[src/rtl/complete_cdb_buffer_pkg.sv]
// Shared types and sizing constants for the FU-complete / CDB buffer slice.
// Optional build macro: CDB_BYPASS_EN (see complete_cdb_buffer.sv).
package complete_cdb_buffer_pkg;

    localparam int XLEN          = 32;
    localparam int PR_IDX_W      = 6;
    localparam int ROB_IDX_W     = 5;
    localparam int N_CDB_SRC     = 6;
    localparam int CDB_BUF_DEPTH = 4;

    typedef struct packed {
        logic                 valid;
        logic [ROB_IDX_W-1:0] rob_idx;
        logic [PR_IDX_W-1:0]  pr_idx;
        logic [XLEN-1:0]      dest_value;
    } FU_COMPLETE_PACKET;

endpackage

[src/rtl/complete_cdb_buffer_if.sv]
// FU-complete source lanes plus CDB/PRF broadcast bundle.
// slave = the buffer, master = the FU / ROB environment driving it.
interface complete_cdb_if
    import complete_cdb_buffer_pkg::*;
#(
    parameter int N_SRC = N_CDB_SRC,
    parameter int DEPTH = CDB_BUF_DEPTH
);
    logic [N_SRC-1:0]                    src_valid;
    FU_COMPLETE_PACKET [N_SRC-1:0]       src_packet;
    logic [N_SRC-1:0]                    src_ready;
    logic                                squash;
    logic                                cdb_ready;
    logic                                cdb_valid;
    FU_COMPLETE_PACKET                   cdb_packet;
    logic                                prf_wr_en;
    logic [PR_IDX_W-1:0]                 prf_wr_idx;
    logic [XLEN-1:0]                     prf_wr_value;
    logic [$clog2(DEPTH+1)-1:0]          occupancy;
    logic                                fu_stall;

    modport slave (
        input  src_valid, src_packet, squash, cdb_ready,
        output src_ready, cdb_valid, cdb_packet, prf_wr_en, prf_wr_idx,
               prf_wr_value, occupancy, fu_stall
    );

    modport master (
        output src_valid, src_packet, squash, cdb_ready,
        input  src_ready, cdb_valid, cdb_packet, prf_wr_en, prf_wr_idx,
               prf_wr_value, occupancy, fu_stall
    );

endinterface

[src/rtl/complete_cdb_buffer_rr_arb.sv]
// Round-robin arbiter: first requesting lane at or after rr_ptr, wrapping.
module complete_rr_arb #(
    parameter int N_SRC = 6,
    parameter int IDX_W = $clog2(N_SRC)
) (
    input  logic [N_SRC-1:0] req,
    input  logic [IDX_W-1:0] rr_ptr,
    input  logic             enable,
    output logic [N_SRC-1:0] grant,
    output logic [IDX_W-1:0] grant_idx,
    output logic             grant_valid
);

    int               j;
    logic [IDX_W-1:0] j_idx;

    always_comb begin
        grant       = '0;
        grant_idx   = '0;
        grant_valid = 1'b0;
        j           = 0;
        j_idx       = '0;
        for (int k = 0; k < N_SRC; k++) begin
            j = int'(rr_ptr) + k;
            if (j >= N_SRC) j = j - N_SRC;
            j_idx = IDX_W'(j);
            if (enable && !grant_valid && req[j_idx]) begin
                grant_valid  = 1'b1;
                grant[j_idx] = 1'b1;
                grant_idx    = j_idx;
            end
        end
    end

endmodule

[src/rtl/complete_cdb_buffer.sv]
// In-order FIFO between FU completion lanes and the CDB broadcast with PRF write.
// Define CDB_BUF_BYPASS-free default; define CDB_BYPASS_EN for same-cycle empty-FIFO bypass.
module complete_cdb_buffer
    import complete_cdb_buffer_pkg::*;
#(
    parameter int N_SRC = N_CDB_SRC,
    parameter int DEPTH = CDB_BUF_DEPTH
) (
    input  logic             clock,
    input  logic             reset,
    complete_cdb_if.slave    bus
);

    localparam int PTR_W = $clog2(DEPTH);
    localparam int IDX_W = $clog2(N_SRC);
    localparam int OCC_W = $clog2(DEPTH+1);

    FU_COMPLETE_PACKET mem [DEPTH];
    FU_COMPLETE_PACKET grant_pkt;
    FU_COMPLETE_PACKET cdb_pkt;

    logic [PTR_W-1:0] head, tail;
    logic [OCC_W-1:0] occ;
    logic [IDX_W-1:0] rr_ptr;
    logic [N_SRC-1:0] grant;
    logic [IDX_W-1:0] grant_idx;
    logic             grant_valid;
    logic             live, empty, full, arb_en, fifo_pop, push, bypass;

    // Squash and reset both silence the buffer for the current cycle.
    assign live  = reset && !bus.squash;
    assign empty = (occ == '0);
    assign full  = (occ == OCC_W'(DEPTH));

    // Full implies non-empty, so cdb_ready alone tells us a pop frees a slot.
    assign fifo_pop = live && !empty && bus.cdb_ready;
    assign arb_en   = live && (!full || bus.cdb_ready);

    complete_rr_arb #(.N_SRC(N_SRC), .IDX_W(IDX_W)) u_arb (
        .req         (bus.src_valid),
        .rr_ptr      (rr_ptr),
        .enable      (arb_en),
        .grant       (grant),
        .grant_idx   (grant_idx),
        .grant_valid (grant_valid)
    );

    assign grant_pkt = bus.src_packet[grant_idx];

`ifdef CDB_BYPASS_EN
    assign bypass = empty && grant_valid && bus.cdb_ready;
`else
    assign bypass = 1'b0;
`endif

    assign push = grant_valid && !bypass;

    always_comb begin
        cdb_pkt = '0;
        if (bypass)
            cdb_pkt = grant_pkt;
        else if (live && !empty)
            cdb_pkt = mem[head];
    end

    assign bus.src_ready    = grant;
    assign bus.cdb_valid    = bypass || (live && !empty);
    assign bus.cdb_packet   = cdb_pkt;
    assign bus.prf_wr_en    = bus.cdb_valid && bus.cdb_ready && cdb_pkt.valid;
    assign bus.prf_wr_idx   = cdb_pkt.pr_idx;
    assign bus.prf_wr_value = cdb_pkt.dest_value;
    assign bus.occupancy    = occ;
    assign bus.fu_stall     = full;

    // Control state: pointers, count and arbitration pointer.
    always_ff @(posedge clock) begin
        if (!reset) begin
            head   <= '0;
            tail   <= '0;
            occ    <= '0;
            rr_ptr <= '0;
        end else begin
            if (grant_valid)
                rr_ptr <= (grant_idx == IDX_W'(N_SRC-1)) ? '0 : grant_idx + 1'b1;
            if (bus.squash) begin
                head <= '0;
                tail <= '0;
                occ  <= '0;
            end else begin
                if (push)     tail <= tail + 1'b1;
                if (fifo_pop) head <= head + 1'b1;
                occ <= occ + OCC_W'(push) - OCC_W'(fifo_pop);
            end
        end
    end

    // Storage holds data only; validity is tracked by occ.
    always_ff @(posedge clock) begin
        if (push)
            mem[tail] <= grant_pkt;
    end

endmodule

[src/flat_wrapper.sv]
// flat-port wrapper written by rule: the top's interface ports become plain ports
module complete_cdb_buffer_flat import complete_cdb_buffer_pkg::*;
#(
    parameter int N_SRC = N_CDB_SRC,
    parameter int DEPTH = CDB_BUF_DEPTH
)
  (clock, reset, bus_src_valid, bus_src_packet, bus_squash, bus_cdb_ready, bus_src_ready, bus_cdb_valid, bus_cdb_packet, bus_prf_wr_en, bus_prf_wr_idx, bus_prf_wr_value, bus_occupancy, bus_fu_stall);
  complete_cdb_if #(.N_SRC(N_SRC), .DEPTH(DEPTH)) bus_i ();
  input  logic clock;
  input  logic reset;
  input wire logic [$bits(bus_i.src_valid)-1:0] bus_src_valid;
  input wire logic [$bits(bus_i.src_packet)-1:0] bus_src_packet;
  input wire logic [$bits(bus_i.squash)-1:0] bus_squash;
  input wire logic [$bits(bus_i.cdb_ready)-1:0] bus_cdb_ready;
  output wire logic [$bits(bus_i.src_ready)-1:0] bus_src_ready;
  output wire logic [$bits(bus_i.cdb_valid)-1:0] bus_cdb_valid;
  output wire logic [$bits(bus_i.cdb_packet)-1:0] bus_cdb_packet;
  output wire logic [$bits(bus_i.prf_wr_en)-1:0] bus_prf_wr_en;
  output wire logic [$bits(bus_i.prf_wr_idx)-1:0] bus_prf_wr_idx;
  output wire logic [$bits(bus_i.prf_wr_value)-1:0] bus_prf_wr_value;
  output wire logic [$bits(bus_i.occupancy)-1:0] bus_occupancy;
  output wire logic [$bits(bus_i.fu_stall)-1:0] bus_fu_stall;
  assign bus_i.src_valid = bus_src_valid;
  assign bus_i.src_packet = bus_src_packet;
  assign bus_i.squash = bus_squash;
  assign bus_i.cdb_ready = bus_cdb_ready;
  assign bus_src_ready = bus_i.src_ready;
  assign bus_cdb_valid = bus_i.cdb_valid;
  assign bus_cdb_packet = bus_i.cdb_packet;
  assign bus_prf_wr_en = bus_i.prf_wr_en;
  assign bus_prf_wr_idx = bus_i.prf_wr_idx;
  assign bus_prf_wr_value = bus_i.prf_wr_value;
  assign bus_occupancy = bus_i.occupancy;
  assign bus_fu_stall = bus_i.fu_stall;
  complete_cdb_buffer #(.N_SRC(N_SRC), .DEPTH(DEPTH)) u_core (.clock(clock), .reset(reset), .bus(bus_i));
endmodule
[config.mk]
export PLATFORM = sky130hd
export DESIGN_NAME = complete_cdb_buffer_flat
export DESIGN_NICKNAME = d
export VERILOG_FILES = /design/src/rtl/complete_cdb_buffer_pkg.sv /design/src/rtl/complete_cdb_buffer_if.sv /design/src/rtl/complete_cdb_buffer_rr_arb.sv /design/src/rtl/complete_cdb_buffer.sv /design/src/flat_wrapper.sv
export SDC_FILE = /design/constraint.sdc
export NUM_CORES = 1
export LEC_CHECK = 0
export ABC_AREA = 1
export BUFFER_PORTS_ARGS = -buffer_cell sky130_fd_sc_hd__buf_2
export CAP_MARGIN = 20
export CORE_MARGIN = 1
export CORE_UTILIZATION = 25
export DETAILED_ROUTE_END_ITERATION = 10
export PLACE_DENSITY_LB_ADDON = 0.1
export SYNTH_ARGS = -nofsm -noshare
export SYNTH_HDL_FRONTEND = slang
export SYNTH_SLANG_ARGS = --single-unit
[constraint.sdc]
create_clock -name clock -period 5.73 [get_ports clock]
set_clock_uncertainty 0.2 [all_clocks]
set_input_delay 0 -clock clock [delete_from_list [all_inputs] [get_ports clock]]
set_output_delay 0 -clock clock [all_outputs]
set_load 0.01 [all_outputs]
# Yosys cells after proc, flatten, opt, wreduce, memory -nomap -nowiden
# Memories as Yosys holds them, arrays and structs flattened. A register that Yosys moved wholly into a read port is not among the register bits.
# Index checks and enable logic that the tools add are counted.
# totals
input_bits,274
ramBits,176
ff_bits,10
n_memories,1
word_cells,137
out_inout_bits,94
# op_classes
n_lt_le_gt_ge,19
reduce_logical,33
n_eq_ne,2
addsub,16
muxes,56
n_bitwise,6
# memory_table
memory,depth,word_bits,read_ports,rd_ports_with_merged_regs,write_ports,line,text
u_core.mem,4,44,1,1,1,complete_cdb_buffer.sv:18,FU_COMPLETE_PACKET mem [DEPTH];
# op_table
operator,n
44-bit binary-select mux with 3-bit select,1
44-bit two-way mux,2
3-bit two-way mux,13
6-bit two-way mux,6
6-bit bitwise OR,5
3-bit by 4-bit less-than comparator with 1-bit output (second input constant),7
1-bit logical AND,22
4-bit by 3-bit >= comparator with 1-bit output (second input constant),5
1-bit two-way mux,20
1-bit binary-select mux with 3-bit select,6
1-bit demux with 3-bit select,6
3-bit by 1-bit >= comparator with 1-bit output (second input constant),6
3-bit subtractor (second input constant),6
3-bit by 2-bit adder with 4-bit output (second input constant),2
3-bit by 3-bit adder with 4-bit output (second input constant),2
1-bit logical NOT,8
3-bit == test (second input constant),2
2-bit by 1-bit adder with 2-bit output (second input constant),2
3-bit by 1-bit adder with 4-bit output (second input constant),1
2-bit two-way mux,2
3-bit by 1-bit adder with 3-bit output,1
3-bit by 1-bit adder with 3-bit output (second input constant),1
3-bit >= comparator (second input constant),1
3-bit logical NOT,1
4 further kinds,4

# Logic depth before layout (Yosys ltp)
# logic_depth
depth_word,28
depth_mapped,26

# Modules after synthesis
# From an unflattened synthesis, not the netlist that was laid out.
# unflattened
hier_cells,1467
hier_area_um2,11472.3
# by_module_without_submodules
module,n_inst,seq_area_each_um2,area_each_um2,cells_per_inst
complete_cdb_buffer,1,5525.3,10181.0,1212
complete_rr_arb,1,0.0,1291.2,255

# Worst setup path after synthesis
# OpenSTA, ideal clock, no wires.
# synth_timing
path_type,register -> register
start,register u_core.rr_ptr[0]
end,"memory u_core.mem[0][0] (netlist bit), enable pin"
synth_period_minus_slack_ns,4.130
stages_incl_launch_ff,20
arrival_ns,3.531
setup_slack_ns,1.600
cell_sequence,dfxtp_1 > buf_2 > inv_2 > clkbuf_1 > ha_1 > inv_2 > nand2_2 > nand3_2 > nand2_1 > nand2_1 > nand3_1 > nand2_1 > nand2_1 > nand3_4 > nand3_1 > a21oi_4 > nand2_1 > nand2_1 > nand2_1 > inv_1
# synth_via
elab_chain_len,28
elab_cells_between_ends,59
classes_between,11 x add/sub; 6 x order compare; 26 x mux; 16 x reduce/logical
# synth_rtl
element,line,text
start: declaration,complete_cdb_buffer.sv:24,logic [IDX_W-1:0] rr_ptr;
start signal: assignment,complete_cdb_buffer.sv:84,rr_ptr <= (grant_idx == IDX_W'(N_SRC-1)) ? '0 : grant_idx + 1'b1;
"parallel branches: the longest is 25 deep, another holds 3-bit by 1-bit adder with 4-bit output",-,
1-bit two-way mux (*),complete_cdb_buffer_rr_arb.sv:27,if (enable && !grant_valid && req[j_idx]) begin
named net u_core.grant_valid,complete_cdb_buffer.sv:27,logic grant_valid;
1-bit two-way mux (*),complete_cdb_buffer.sv:99,if (push)
1-bit two-way mux (not written as such) (*),complete_cdb_buffer.sv:100,mem[tail] <= grant_pkt;
end: declaration,complete_cdb_buffer.sv:18,
# Mark *: on every way through the listed nets, which the timed path passes. The select of a mux whose other input is x is not followed.

==> flow_metrics.env <==
export IMPL_wirelength_um=47400
export IMPL_htreeDepth=4
export IMPL_dp_cells=2475
export IMPL_reg2reg_slack_ps=380
export IMPL_portBuffers=367
export IMPL_cts_inserted_buffers=17
export IMPL_synth_seq_cells=188
export IMPL_drt_iter0_drc=662
export IMPL_ys_seq_area_share_pct=45.7
export IMPL_grt_pass1_wl_um=71300
export IMPL_tightest_slew_ps=998
export IMPL_die_w_um=222
export IMPL_die_h_um=222
export IMPL_placeableCoreArea_mm2=0.0477
export IMPL_required_ps=5700
export IMPL_place_hpwl_um=35500
export IMPL_die_area_mm2=0.0492
export IMPL_layout_commonest_cell="nand2_1"
export IMPL_postCtsSetupBuffers=0
export IMPL_antenna_found_initial=3
export IMPL_yosys_warnings=0
export IMPL_area_delta_synth_final_pct=31.8
export IMPL_drive_gt1_share_pct=24.6
export IMPL_rows=80
export IMPL_first_pass_iters=5
export IMPL_fin_crit_sh_pct=93.3
export IMPL_drv_cap=0
export IMPL_min_period_ps=5350
export IMPL_hold_viol=0
export IMPL_slew_headroom_pct=33.5
export IMPL_peakVddDrop_mv=0.392
export IMPL_rsz0062_at_grt="false"
export IMPL_grt_pass1_vias=11800
export IMPL_utilization_pct=33.4
export IMPL_powerDensity_mw_per_mm2=559
export IMPL_path_class="reg -> reg"
export IMPL_n_antenna_cell=0
export IMPL_grt_overflow=0
export IMPL_grt_use_total_pct=19.3
export IMPL_crit_fanout=61
export IMPL_slew_viol_final=0
export IMPL_clockRootBuffer="clkbuf_16"
export IMPL_layout_nets=2276
export IMPL_synth_cell_types=41
export IMPL_avgRoutedWirePerCell_um=18.1
export IMPL_setup_violations=0
export IMPL_synth_top_area_share_pct=43.7
export IMPL_grt_max_degree=75
export IMPL_tns_ps=0
export IMPL_leakage_nw=7.59
export IMPL_fmax_ghz=0.187
export IMPL_hold_slack_ps=0.639
export IMPL_synth_area_leaders="edfxtp_1 44%, nand2_1 14%, nor2_1 6.7%"
export IMPL_final_cell_mix="445 x nand2_1, 367 x buf_2, 215 x nor2_1, 205 x inv_1, 176 x edfxtp_1"
export IMPL_drcViolationCount=0
export IMPL_critPathLaunchType="flip-flop"
export IMPL_vias=11600
export IMPL_syn_area_mm2=0.0121
export IMPL_ant_nets=0
export IMPL_status="finished, final reports clean"
export IMPL_clkLatencyLatePin_ps=440
export IMPL_place_gp_congestion=0.895
export IMPL_post_drt_via_cell_ratio=4.42
export IMPL_critPathCaptureType="flip-flop"
export IMPL_synthesis_nets=1874
export IMPL_io_pins=368
export IMPL_final_cells=2616
export IMPL_avgSynthCellArea_um2=7.62
export IMPL_synth_cells=1586
export IMPL_synth_top_area_cell="edfxtp_1"
export IMPL_clockBufferDepth=2
export IMPL_cts_tree="yes"
export IMPL_hold_path_class="in -> reg"
export IMPL_p_total_mw=8.91
export IMPL_cts_clk_slew_worst_paths_ps=70
export IMPL_cts_sinks=188
export IMPL_arrival_ps=5320
export IMPL_start_util_pct=25.3
[per-stage QoR]
| step | area [µm²] | setup WS [ps] |
|---|---|---|
| final | 15900 | 384 |
| after global placement | 14200 | 1110 |
| after floorplan | 12100 | 1600 |
| after global routing | 15900 | 10.1 |
| after CTS | 15900 | 327 |
| after detailed placement | 14300 | 1160 |
[registers in the layout (all words and copies together) (netlist names), named ones only]
register,flops
u_core.tail,2
u_core.mem,176
u_core.rr_ptr,3
u_core.head,2
u_core.bus.occupancy,3
[worst max-delay path, cell delays in order, from the launching register on]
cell and delay (ps):
dfxtp_1 490, inv_1 170, ha_1 420, inv_2 180
nand2_2 80, nand3_2 100, nand2_1 80, nand2_1 120
nand3_1 80, nand2_1 90, nand2_1 120, nand3_4 150
nand3_1 150, a21oi_4 250, nand3_2 170, nand2_8 360
buf_6 330, nand2_1 100, o211ai_2 80, dlygate4sd3_1 590
nand2_1 80, dlygate4sd3_1 630
[layer usage]
| layer | wire [µm] | GRT usage, % |
|---|---|---|
| met2 | 21600 | 31.2 |
| met5 | 31 | 0 |
| met3 | 2090 | 3.41 |
| met1 | 22600 | 26.2 |
| met4 | 1170 | 6.16 |
[synth_stat cells (all sizes together)]
master  count
a21oi      55
a31oi       3
buf        79
clkbuf     37
clkinv     24
dfxtp      12
edfxtp    176
fa          1
ha         13
inv       216
nand2     454
nand3     120
nand4       8
nor2      220
nor3        4
nor4        1
o211ai     46
o21a        2
o21ai     109
o221ai      1
o22ai       2
o31ai       1
o32ai       1
xor2        1
[cell type report]
class | instances | area [µm²]
Tap cell | 615 | 769
Timing Repair Buffer | 499 | 3170
Multi-Input combinational cell | 1042 | 4980
Clock buffer | 21 | 440
Fill cell | 5044 | 31800
Inverter | 240 | 901
Sequential cell | 188 | 5530
Clock inverter | 11 | 141
[what timing repair did]
item                       4_1_cts  5_1_grt
gates resized for setup          0        1
setup endpoints to repair        0       28
hold endpoints to repair       188        0
hold buffers                   109        0
[where the power goes]
| part | switching [mW] | internal, mW | total (mW) |
|---|---|---|---|
| combinational | 3.48 | 1.66 | 5.14 |
| sequential | 0.0811 | 2.50 | 2.58 |
| clock | 0.509 | 0.686 | 1.20 |
| total | 4.07 | 4.84 | 8.91 |
[kinds of logic after synthesis]
| group | synth area share (%) |
|---|---|
| flops | 45.7 |
| xor+xnor | 0.135 |
| compound gates | 12.3 |
| buf+inv | 13.2 |
| simple gates | 27.2 |
| fa+ha+maj | 1.51 |
[worst paths after layout]
path	start	end	cells after the start
max	u_core.rr_ptr[1]$_SDFFE_PN0P_	u_core.mem[3][27]$_DFFE_PP_	21
min	bus_src_packet[46]	u_core.mem[1][2]$_DFFE_PP_	7
max reg2reg	u_core.rr_ptr[1]$_SDFFE_PN0P_	u_core.mem[3][27]$_DFFE_PP_	21
min reg2reg	u_core.head[0]$_SDFFE_PP0P_	u_core.head[0]$_SDFFE_PP0P_	2
(Power assumes the default switching activity.)
